## src/rtl/rgb_to_ycbcr_pipe_pkg.sv

```systemverilog
// Shared types and coefficient generation for the RGB -> YCbCr converter.
// RGB_YCBCR_LIMITED_RANGE_EN folds the studio-range scale into the coefficients.
package color_pkg;

  localparam int CSC_PIX_W = 8;

  typedef enum logic {
    CSC_BT601 = 1'b0,
    CSC_BT709 = 1'b1
  } csc_mode_t;

  typedef struct packed {
    logic [CSC_PIX_W-1:0] r;
    logic [CSC_PIX_W-1:0] g;
    logic [CSC_PIX_W-1:0] b;
  } rgb_pix_t;

  typedef struct packed {
    logic [CSC_PIX_W-1:0] y;
    logic [CSC_PIX_W-1:0] cb;
    logic [CSC_PIX_W-1:0] cr;
  } ycbcr_pix_t;

  typedef struct packed {
    int yr;  int yg;  int yb;
    int cbr; int cbg; int cbb;
    int crr; int crg; int crb;
  } coef_set_t;

  function automatic int quant(input real c, input int frac_w);
    real s;
    s = c * (2.0 ** frac_w);
    return (s >= 0.0) ? $rtoi(s + 0.5) : -$rtoi(0.5 - s);
  endfunction

  // The middle tap of each row absorbs quantisation error so row sums are exact.
  function automatic coef_set_t coef(input csc_mode_t mode, input int frac_w);
    real kr, kb, ys, cs;
    coef_set_t c;
    if (mode == CSC_BT709) begin
      kr = 0.2126;
      kb = 0.0722;
    end else begin
      kr = 0.299;
      kb = 0.114;
    end
`ifdef RGB_YCBCR_LIMITED_RANGE_EN
    ys = 219.0 / 255.0;
    cs = 224.0 / 255.0;
`else
    ys = 1.0;
    cs = 1.0;
`endif
    c.yr  = quant(kr * ys, frac_w);
    c.yb  = quant(kb * ys, frac_w);
    c.yg  = quant(ys, frac_w) - c.yr - c.yb;
    c.cbb = quant(0.5 * cs, frac_w);
    c.cbr = -quant(kr / (2.0 * (1.0 - kb)) * cs, frac_w);
    c.cbg = -c.cbb - c.cbr;
    c.crr = quant(0.5 * cs, frac_w);
    c.crb = -quant(kb / (2.0 * (1.0 - kr)) * cs, frac_w);
    c.crg = -c.crr - c.crb;
    return c;
  endfunction

endpackage

```

## src/rtl/rgb_to_ycbcr_pipe_if.sv

```systemverilog
// Pixel-in / triple-out handshake bundle of the RGB -> YCbCr converter.
interface rgb_to_ycbcr_pipe_if #(
  parameter int PIX_W = 8
);
  logic             valid_in;
  logic             ready_out;
  logic [PIX_W-1:0] red_in;
  logic [PIX_W-1:0] green_in;
  logic [PIX_W-1:0] blue_in;
  logic             mode_in;
  logic             valid_out;
  logic             ready_in;
  logic [PIX_W-1:0] y_out;
  logic [PIX_W-1:0] cb_out;
  logic [PIX_W-1:0] cr_out;

  modport master (
    output valid_in, red_in, green_in, blue_in, mode_in, ready_in,
    input  ready_out, valid_out, y_out, cb_out, cr_out
  );

  modport slave (
    input  valid_in, red_in, green_in, blue_in, mode_in, ready_in,
    output ready_out, valid_out, y_out, cb_out, cr_out
  );
endinterface

```

## src/rtl/rgb_to_ycbcr_pipe_row.sv

```systemverilog
// One 3-tap signed MAC row: product, sum and round/offset/clamp registers,
// all advancing together on i_en.
module csc_row_mac #(
  parameter int PIX_W  = 8,
  parameter int FRAC_W = 16,
  parameter int CW     = PIX_W + FRAC_W + 2,
  parameter int OFFSET = 0,
  parameter int LO     = 0,
  parameter int HI     = 255
) (
  input  logic                 i_clk,
  input  logic                 i_rst_n,
  input  logic                 i_en,
  input  logic [PIX_W-1:0]     i_a,
  input  logic [PIX_W-1:0]     i_b,
  input  logic [PIX_W-1:0]     i_c,
  input  logic signed [CW-1:0] i_ka,
  input  logic signed [CW-1:0] i_kb,
  input  logic signed [CW-1:0] i_kc,
  output logic [PIX_W-1:0]     o_res
);
  localparam int PW = PIX_W + 1 + CW;
  localparam int SW = PW + 2;
  localparam logic signed [SW-1:0] L_HALF = SW'(1'b1) <<< (FRAC_W - 1);
  localparam logic signed [SW-1:0] L_OFF  = SW'(OFFSET);
  localparam logic signed [SW-1:0] L_LO   = SW'(LO);
  localparam logic signed [SW-1:0] L_HI   = SW'(HI);

  logic signed [PW-1:0] w_pa, w_pb, w_pc;
  logic signed [PW-1:0] r_pa, r_pb, r_pc;
  logic signed [SW-1:0] r_sum;
  logic signed [SW-1:0] w_off;
  logic [PIX_W-1:0]     w_clip;
  logic [PIX_W-1:0]     r_res;

  assign w_pa = PW'($signed({1'b0, i_a})) * PW'(i_ka);
  assign w_pb = PW'($signed({1'b0, i_b})) * PW'(i_kb);
  assign w_pc = PW'($signed({1'b0, i_c})) * PW'(i_kc);

  // Round to nearest with an arithmetic shift, then offset.
  assign w_off = ((r_sum + L_HALF) >>> FRAC_W) + L_OFF;

  // Saturate to the legal output range.
  always_comb begin
    w_clip = w_off[PIX_W-1:0];
    if (w_off < L_LO) begin
      w_clip = L_LO[PIX_W-1:0];
    end else if (w_off > L_HI) begin
      w_clip = L_HI[PIX_W-1:0];
    end else begin
      w_clip = w_off[PIX_W-1:0];
    end
  end

  // Three pipeline stages; all hold while the pipe is stalled.
  always_ff @(posedge i_clk or negedge i_rst_n) begin
    if (!i_rst_n) begin
      r_pa  <= '0;
      r_pb  <= '0;
      r_pc  <= '0;
      r_sum <= '0;
      r_res <= '0;
    end else if (i_en) begin
      r_pa  <= w_pa;
      r_pb  <= w_pb;
      r_pc  <= w_pc;
      r_sum <= SW'(r_pa) + SW'(r_pb) + SW'(r_pc);
      r_res <= w_clip;
    end
  end

  assign o_res = r_res;
endmodule

```

## src/rtl/rgb_to_ycbcr_pipe.sv

```systemverilog
// Three-stage RGB -> YCbCr converter with per-pixel BT.601/BT.709 selection.
// RGB_YCBCR_LIMITED_RANGE_EN selects studio-range output.
module rgb_to_ycbcr_pipe
  import color_pkg::*;
#(
  parameter int PIX_W  = 8,
  parameter int FRAC_W = 16
) (
  input logic                clk_in,
  input logic                rst_n_in,
  rgb_to_ycbcr_pipe_if.slave bus
);
  localparam int CW = PIX_W + FRAC_W + 2;
  localparam coef_set_t C601 = coef(CSC_BT601, FRAC_W);
  localparam coef_set_t C709 = coef(CSC_BT709, FRAC_W);
  localparam int C_OFF = 32'sd1 << (PIX_W - 8'd1);
`ifdef RGB_YCBCR_LIMITED_RANGE_EN
  localparam int Y_OFF = 32'sd16 << (PIX_W - 8'd8);
  localparam int Y_LO  = 32'sd16 << (PIX_W - 8'd8);
  localparam int Y_HI  = 32'sd235 << (PIX_W - 8'd8);
  localparam int C_LO  = 32'sd16 << (PIX_W - 8'd8);
  localparam int C_HI  = 32'sd240 << (PIX_W - 8'd8);
`else
  localparam int Y_OFF = 32'sd0;
  localparam int Y_LO  = 32'sd0;
  localparam int Y_HI  = (32'sd1 << PIX_W) - 32'sd1;
  localparam int C_LO  = 32'sd0;
  localparam int C_HI  = (32'sd1 << PIX_W) - 32'sd1;
`endif

  logic w_stall, w_en, w_709;
  logic r_v1, r_v2, r_v3;
  logic signed [CW-1:0] w_kyr, w_kyg, w_kyb, w_kbr, w_kbg, w_kbb, w_krr, w_krg, w_krb;

  assign w_stall       = r_v3 && !bus.ready_in;
  assign w_en          = !w_stall;
  assign bus.ready_out = w_en;
  assign bus.valid_out = r_v3;

  // Mode picks the coefficient set as the pixel enters, so it travels with the pixel.
  assign w_709 = (csc_mode_t'(bus.mode_in) == CSC_BT709);
  assign w_kyr = w_709 ? CW'(C709.yr)  : CW'(C601.yr);
  assign w_kyg = w_709 ? CW'(C709.yg)  : CW'(C601.yg);
  assign w_kyb = w_709 ? CW'(C709.yb)  : CW'(C601.yb);
  assign w_kbr = w_709 ? CW'(C709.cbr) : CW'(C601.cbr);
  assign w_kbg = w_709 ? CW'(C709.cbg) : CW'(C601.cbg);
  assign w_kbb = w_709 ? CW'(C709.cbb) : CW'(C601.cbb);
  assign w_krr = w_709 ? CW'(C709.crr) : CW'(C601.crr);
  assign w_krg = w_709 ? CW'(C709.crg) : CW'(C601.crg);
  assign w_krb = w_709 ? CW'(C709.crb) : CW'(C601.crb);

  // Stage valid bits; bubbles travel as valid=0.
  always_ff @(posedge clk_in or negedge rst_n_in) begin
    if (!rst_n_in) begin
      r_v1 <= 1'b0;
      r_v2 <= 1'b0;
      r_v3 <= 1'b0;
    end else if (w_en) begin
      r_v1 <= bus.valid_in;
      r_v2 <= r_v1;
      r_v3 <= r_v2;
    end
  end

  csc_row_mac #(.PIX_W(PIX_W), .FRAC_W(FRAC_W), .CW(CW),
                .OFFSET(Y_OFF), .LO(Y_LO), .HI(Y_HI)) u_row_y (
    .i_clk(clk_in), .i_rst_n(rst_n_in), .i_en(w_en),
    .i_a(bus.red_in), .i_b(bus.green_in), .i_c(bus.blue_in),
    .i_ka(w_kyr), .i_kb(w_kyg), .i_kc(w_kyb), .o_res(bus.y_out)
  );

  csc_row_mac #(.PIX_W(PIX_W), .FRAC_W(FRAC_W), .CW(CW),
                .OFFSET(C_OFF), .LO(C_LO), .HI(C_HI)) u_row_cb (
    .i_clk(clk_in), .i_rst_n(rst_n_in), .i_en(w_en),
    .i_a(bus.red_in), .i_b(bus.green_in), .i_c(bus.blue_in),
    .i_ka(w_kbr), .i_kb(w_kbg), .i_kc(w_kbb), .o_res(bus.cb_out)
  );

  csc_row_mac #(.PIX_W(PIX_W), .FRAC_W(FRAC_W), .CW(CW),
                .OFFSET(C_OFF), .LO(C_LO), .HI(C_HI)) u_row_cr (
    .i_clk(clk_in), .i_rst_n(rst_n_in), .i_en(w_en),
    .i_a(bus.red_in), .i_b(bus.green_in), .i_c(bus.blue_in),
    .i_ka(w_krr), .i_kb(w_krg), .i_kc(w_krb), .o_res(bus.cr_out)
  );
endmodule

```

## src/flat_wrapper.sv

```systemverilog
// flat-port wrapper written by rule: the top's interface ports become plain ports
module rgb_to_ycbcr_pipe_flat import color_pkg::*;
#(
  parameter int PIX_W  = 8,
  parameter int FRAC_W = 16
)
  (clk_in, rst_n_in, bus_valid_in, bus_red_in, bus_green_in, bus_blue_in, bus_mode_in, bus_ready_in, bus_ready_out, bus_valid_out, bus_y_out, bus_cb_out, bus_cr_out);
  rgb_to_ycbcr_pipe_if #(.PIX_W(PIX_W)) bus_i ();
  input logic clk_in;
  input logic rst_n_in;
  input wire logic [$bits(bus_i.valid_in)-1:0] bus_valid_in;
  input wire logic [$bits(bus_i.red_in)-1:0] bus_red_in;
  input wire logic [$bits(bus_i.green_in)-1:0] bus_green_in;
  input wire logic [$bits(bus_i.blue_in)-1:0] bus_blue_in;
  input wire logic [$bits(bus_i.mode_in)-1:0] bus_mode_in;
  input wire logic [$bits(bus_i.ready_in)-1:0] bus_ready_in;
  output wire logic [$bits(bus_i.ready_out)-1:0] bus_ready_out;
  output wire logic [$bits(bus_i.valid_out)-1:0] bus_valid_out;
  output wire logic [$bits(bus_i.y_out)-1:0] bus_y_out;
  output wire logic [$bits(bus_i.cb_out)-1:0] bus_cb_out;
  output wire logic [$bits(bus_i.cr_out)-1:0] bus_cr_out;
  assign bus_i.valid_in = bus_valid_in;
  assign bus_i.red_in = bus_red_in;
  assign bus_i.green_in = bus_green_in;
  assign bus_i.blue_in = bus_blue_in;
  assign bus_i.mode_in = bus_mode_in;
  assign bus_i.ready_in = bus_ready_in;
  assign bus_ready_out = bus_i.ready_out;
  assign bus_valid_out = bus_i.valid_out;
  assign bus_y_out = bus_i.y_out;
  assign bus_cb_out = bus_i.cb_out;
  assign bus_cr_out = bus_i.cr_out;
  rgb_to_ycbcr_pipe #(.PIX_W(PIX_W), .FRAC_W(FRAC_W)) u_core (.clk_in(clk_in), .rst_n_in(rst_n_in), .bus(bus_i));
endmodule
```

## config.mk

```make
export PLATFORM = sky130hd
export DESIGN_NAME = rgb_to_ycbcr_pipe_flat
export DESIGN_NICKNAME = d
export VERILOG_FILES = /design/src/rtl/rgb_to_ycbcr_pipe_pkg.sv /design/src/rtl/rgb_to_ycbcr_pipe_if.sv /design/src/rtl/rgb_to_ycbcr_pipe_row.sv /design/src/rtl/rgb_to_ycbcr_pipe.sv /design/src/flat_wrapper.sv
export SDC_FILE = /design/constraint.sdc
export NUM_CORES = 2
export LEC_CHECK = 0
export ABC_AREA = 1
export BUFFER_PORTS_ARGS = -buffer_cell sky130_fd_sc_hd__buf_4
export CAP_MARGIN = 10
export CORE_ASPECT_RATIO = 0.5
export CORE_MARGIN = 1.5
export CORE_UTILIZATION = 65
export CTS_CLUSTER_SIZE = 20
export DETAILED_ROUTE_END_ITERATION = 7
export GPL_ROUTABILITY_DRIVEN = 0
export PLACE_DENSITY_LB_ADDON = 0.15
export RECOVER_POWER = 25
export SYNTH_ARGS = -nofsm -noshare
export SYNTH_HDL_FRONTEND = slang
export SYNTH_SLANG_ARGS = --single-unit
```

## constraint.sdc

```tcl
create_clock -name clk_in -period 3.9 [get_ports clk_in]
set_clock_uncertainty 0.15 [all_clocks]
set_input_delay 0.975 -clock clk_in [delete_from_list [all_inputs] [get_ports clk_in]]
set_output_delay 0.975 -clock clk_in [all_outputs]
set_load 0.05 [all_outputs]
```

==> summary.md, run 1 <==
| Metric | Value |
|---|---|
| # hold bufs at CTS | 0 |
| Placement row count | 64 |
| #FFs+latches synth | 309 |
| Post-synthesis simple-gate area fraction | 0.1982 |
| H-tree depth | 1 |
| Largest net degree at the start of global routing | 223 |
| Initial Utilization | 0.6587 |
| Dpl ws | -1764 ps |
| Post-synth top area share | 0.1965 |
| Yosys cell types | 51 |
| GRT Total Usage | 0.8747 |
| Post-Synth XOR/XNOR Area | 0.03107 |
| Clock sink total | 309 |
| Area after DPL | 0.04895 sq mm |
| Synth Area in Compound Gates | 0.1057 |
| Port Buf Inserts | 54 |
| GRT overflow | 613 |
| Syn Std Cell Area | 0.04035 sq mm |
| Most frequent cell after synthesis | nand2_1 |
| Adder-cell share of the synthesized area | 0.3655 |
| Main combinational cell family by area after synthesis | adder cells |
| TritonCTS Buffers | 30 |
| Most used flip-flop cell after synthesis | dfrtp_1 |
| Post-DP HPWL | 103600 um |
| Synth Area per Inst | 7.709 sq um |
| Mux share of post-synthesis cell area | 0 |
| Die Span X | 355.4 um |
| Status | aborted with a tool error |
| Worst EP Category | register input |
| Sequential area share after synthesis | 0.1916 |
| Synth area leaders | fa_1 (20%), dfrtp_1 (19%), ha_1 (17%), nand2_1 (11%), inv_1 (9.8%) |
| Longest Clk Path Bufs | 3 |
| Post-Synthesis Cells | 5234 |
| I/O pin count | 55 |
| Run Error | [ERROR GRT-0232] Routing congestion too high. Check the congestion heatmap in the GUI. |
| Failed at | global routing |
| Most area-hungry cell type in the Yosys netlist | fa_1 |
| Die Ht | 179.2 um |
| Worst_ep grt | u_core.u_row_cr.r_pb[22]$_DFFE_PN0N_/D |
| Asr flop ratio synth | 1.000 |
| Synth top cells by count | nand2_1 (1153), inv_1 (1049), ha_1 (545) |
| YS warnings | 0 |
| Clock Tree Root | clkbuf_16 |
| Post-synth EDFFs | 0 |
per-stage QoR:
step	cells	hold slack (ps)	utilization
after CTS	6985	229.5	0.8585
after detailed placement	6836	310.0	0.7990
after global placement	6836	298.6	0.7990
after floorplan	5276	290.0	-
cell families after synthesis:
| family | after synthesis |
|---|---|
| other | 2 |
| adders and majority gates | 941 |
| AOI/OAI and AO/OA | 776 |
| buffers and inverters | 1158 |
| xor gates and xnor gates | 141 |
| DFF | 309 |
| and+or+nand+nor | 1907 |
repair_timing:
item,in CTS
setup buffers,101
pin swaps,227
cloned,2
endpoints found under the setup margin,170
gates resized for setup,430
per-layer routing:
metal | global-route usage | GRT overflow
met5 | 0.6931 | 6
met4 | 0.8958 | 211
met3 | 0.7994 | 58
met2 | 0.9785 | 299
met1 | 0.8469 | 39
==> run 2, diff against run 1 <==
Settings changed: CORE_ASPECT_RATIO 0.5 to not set, CORE_UTILIZATION 65 to 40, CTS_CLUSTER_SIZE 20 to not set.
==> run 2 against run 1 <==
Synthesized cell count unchanged. The flow now finishes, with violations (max-capacitance violations, max-slew violations, negative setup slack). Area after synthesis unchanged.
==> summary.md, run 2 <==
| Metric | Value |
|---|---|
| Crit path max-delay family | adder cells |
| Antenna cells | 0 |
| Post-synth top area share | 0.1965 (unchanged) |
| Critical path peak fanout | 7 |
| Slew margin rel. | -0.8059 |
| Yosys cell types | 51 (unchanged) |
| Share of cells above drive strength 1 | 0.3341 |
| Clock Tree Root | clkbuf_16 (unchanged) |
| Synth area leaders | fa_1 (20%), dfrtp_1 (19%), ha_1 (17%), nand2_1 (11%), inv_1 (9.8%) (unchanged) |
| Final setup fails | 163 |
| Final antenna-violating net count | 0 |
| Part of the cycle the worst path needs | 1.254 |
| YS warnings | 0 (unchanged) |
| Post-DR wirelength/cell | 17.34 um |
| Most used flip-flop cell after synthesis | dfrtp_1 (unchanged) |
| Largest regs | u_core.u_row_cb.r_pa: 35 flops, u_core.u_row_cr.r_pb: 35 flops, u_core.u_row_cr.r_pc: 35 flops |
| H-tree depth | 2 (was 1) |
| Largest net degree at the start of global routing | 216 |
| Worst stage delay on the critical path | 520 ps |
| Longest Clk Path Bufs | 3 (unchanged) |
| Asr flop ratio synth | 1.000 (unchanged) |
| I/O pin count | 55 (unchanged) |
| Initial Utilization | 0.4035 (was 0.6587) |
| Post-Synthesis Cells | 5234 (unchanged) |
| CP cell instances | buf_16 -> buf_16 -> nand2_8 -> inv_8 -> fa_1 -> inv_1 -> fa_1 -> inv_2 -> fa_1 -> inv_2 -> fa_1 -> inv_2 -> ha_4 -> buf_6 -> nand2_4 -> nor2_4 -> a21oi_2 -> o21ai_2 -> nand4_1 -> nand2_2 -> a21oi_4 -> or2_4 -> a31oi_1 |
| Worst path arrival time | 5250 ps |
| Synth-to-Final Area Change | 40.73% |
| Setup ws final | -992.1 ps |
| Syn Std Cell Area | 0.04035 sq mm (unchanged) |
| Pre-antenna DRT Iters | 5 |
| Failing checks | max-capacitance violations, max-slew violations, negative setup slack |
| GRT Total Usage | 0.2527 |
| Core Region | 0.1000 sq mm |
| Vias per cell | 4.894 |
| TritonCTS Buffers | 39 (was 30) |
| Post-DP HPWL | 106900 um (was 103600 um) |
| Setup crit start kind | input pin |
| Placement row count | 116 (was 64) |
| Vias in the first global route | 37.21k |
| Most frequent cell after synthesis | nand2_1 (unchanged) |
| Synth Area per Inst | 7.709 sq um (unchanged) |
| Clock sink total | 309 (unchanged) |
| Min Tclk post-route | 4892 ps |
| Clock Pin Slew Worst Setup and Hold Paths | 60 ps |
| Initial DRC Count | 2050 |
| Highest Clock Rate | 204.4 MHz |
| Sequential area share after synthesis | 0.1916 (unchanged) |
| # hold bufs at CTS | 0 (unchanged) |
| Port Buf Inserts | 54 (unchanged) |
| Crit Path Category | in -> reg |
| Post-synth EDFFs | 0 (unchanged) |
| Min-delay src | u_core.u_row_cb.o_res[7]$_DFFE_PN0N_ |
| Finished Layout Cells | 7557 |
| Die Ht | 320.6 um (was 179.2 um) |
| Max Slew Vio Count | 93 |
| Most frequent cells in the layout | nand2_1 (987), inv_1 (892), buf_4 (853) |
| Clock Latency Late Sink | 610 ps |
| Buf/Inv on CP | 8 |
| Tightest Pin Transition | 2709 ps |
| Synth top cells by count | nand2_1 (1153), inv_1 (1049), ha_1 (545) (unchanged) |
| Drc violations | 0 |
| Final number of hold-violating endpoints | 0 |
| Critical Path Sink Type | flip-flop |
| Die Span X | 320.6 um (was 355.4 um) |
| #FFs+latches synth | 309 (unchanged) |
| Inst Count DP | 7339 (was 6836) |
| Max-cap violation count | 1 |
| Initial antenna violation count | 3 |
| Reg2reg start | u_core.u_row_cr.r_pc[0]$_DFFE_PN0N_ |
| Most area-hungry cell type in the Yosys netlist | fa_1 (unchanged) |
| Status | finished with violations (was aborted with a tool error) |
| CTS tree | built |
| GRT overflow | 0 |
| # nets final | 7198 |
| CP max-delay cell | fa_1 |
| CP required | 4260 ps |
| First-pass GRT wire length | 203500 um |
| Die area | 0.1028 sq mm |
| Unrepaired setup endpoints after global routing | true |
| Final WL | 131000 um |
| Commonest non-fill, non-tap cell in the layout | nand2_1 |
| DR vias | 36.99k |
| Most common cell on crit path | fa_1 |
| Min-delay worst type | reg -> reg |
| Crit path launch | bus_mode_in |
-- run 2: final timing paths --
kind | slack, ps | cells after the start | to
min in group asynchronous | 1020 | 1 | u_core.u_row_cb.r_sum[34]$_DFFE_PN0N_
setup reg to reg | 320 | 15 | u_core.u_row_cb.r_sum[30]$_DFFE_PN0N_
hold reg to reg | 330 | 2 | u_core.u_row_cb.o_res[7]$_DFFE_PN0N_
setup / recovery | -990 | 23 | u_core.u_row_cr.r_pb[23]$_DFFE_PN0N_
hold / removal | 330 | 2 | u_core.u_row_cb.o_res[7]$_DFFE_PN0N_
max in group asynchronous | 410 | 2 | u_core.u_row_y.o_res[2]$_DFFE_PN0N_
-- run 2: repair_timing --
item                       CTS  global route
cloned                       4             0
pin swaps                  317           377
resized for setup          569           543
setup endpoints to repair  170           172
buffers inserted           108            71
-- run 2: routing by layer --
layer  share of wire  GRT usage  wire length (um)
met4           0.040    0.09384              5184
met1            0.46     0.3475             59770
met2            0.46     0.4077             60670
met3           0.041    0.02987              5388
met5        0.000099          0                13
-- run 2: kinds of logic (layout without fill, tap and decap cells) --
group | count (synthesis) | after routing | share of synthesized area
compound gates | 776 | 776 | 0.1057
xor+xnor | 141 | 141 | 0.03107
fa+ha+maj | 941 | 941 | 0.3655
buf+inv | 1158 | 2141 | 0.1078
flops | 309 | 309 | 0.1916
other cells | 2 | 44 | 0.0001861
simple gates | 1907 | 1907 | 0.1982
-- run 2: per-stage QoR --
stage | instance area [sq um] | setup TNS [ps] | hold WS (ps) | setup WS [ps] | util
after floorplan | 41990 | -162530 | 290.0 | -1464 | -
after global placement | 49790 | -246880 | 304.4 | -1813 | 0.4979
after detailed placement | 49790 | -250050 | 315.3 | -1825 | 0.4979
after CTS | 54450 | -105540 | 297.2 | -971.0 | 0.5445
after global routing | 56790 | -138750 | 345.5 | -1109 | 0.5679
final | 56790 | -111790 | 326.9 | -992.1 | 0.5679
-- run 2: worst min-delay path, cell delays in order, from the launching register on --
cell and delay [ps]:
dfrtp_1 340, nand2_1 50, nand2_1 50
-- run 2: final cells by class --
cell class / count / area [sq um]
inverters: 1058 / 4056
fillers: 8986 / 43220
repair buffers: 1011 / 8399
clock buffers: 49 / 1054
flip-flops and latches: 309 / 7732
multi-input cells: 3809 / 33590
well taps: 1298 / 1624
clock inverters: 23 / 331.6
Power of run 2 is not shown: default switching activity piles up to over one toggle a cycle in this logic, so the estimate is an artifact.
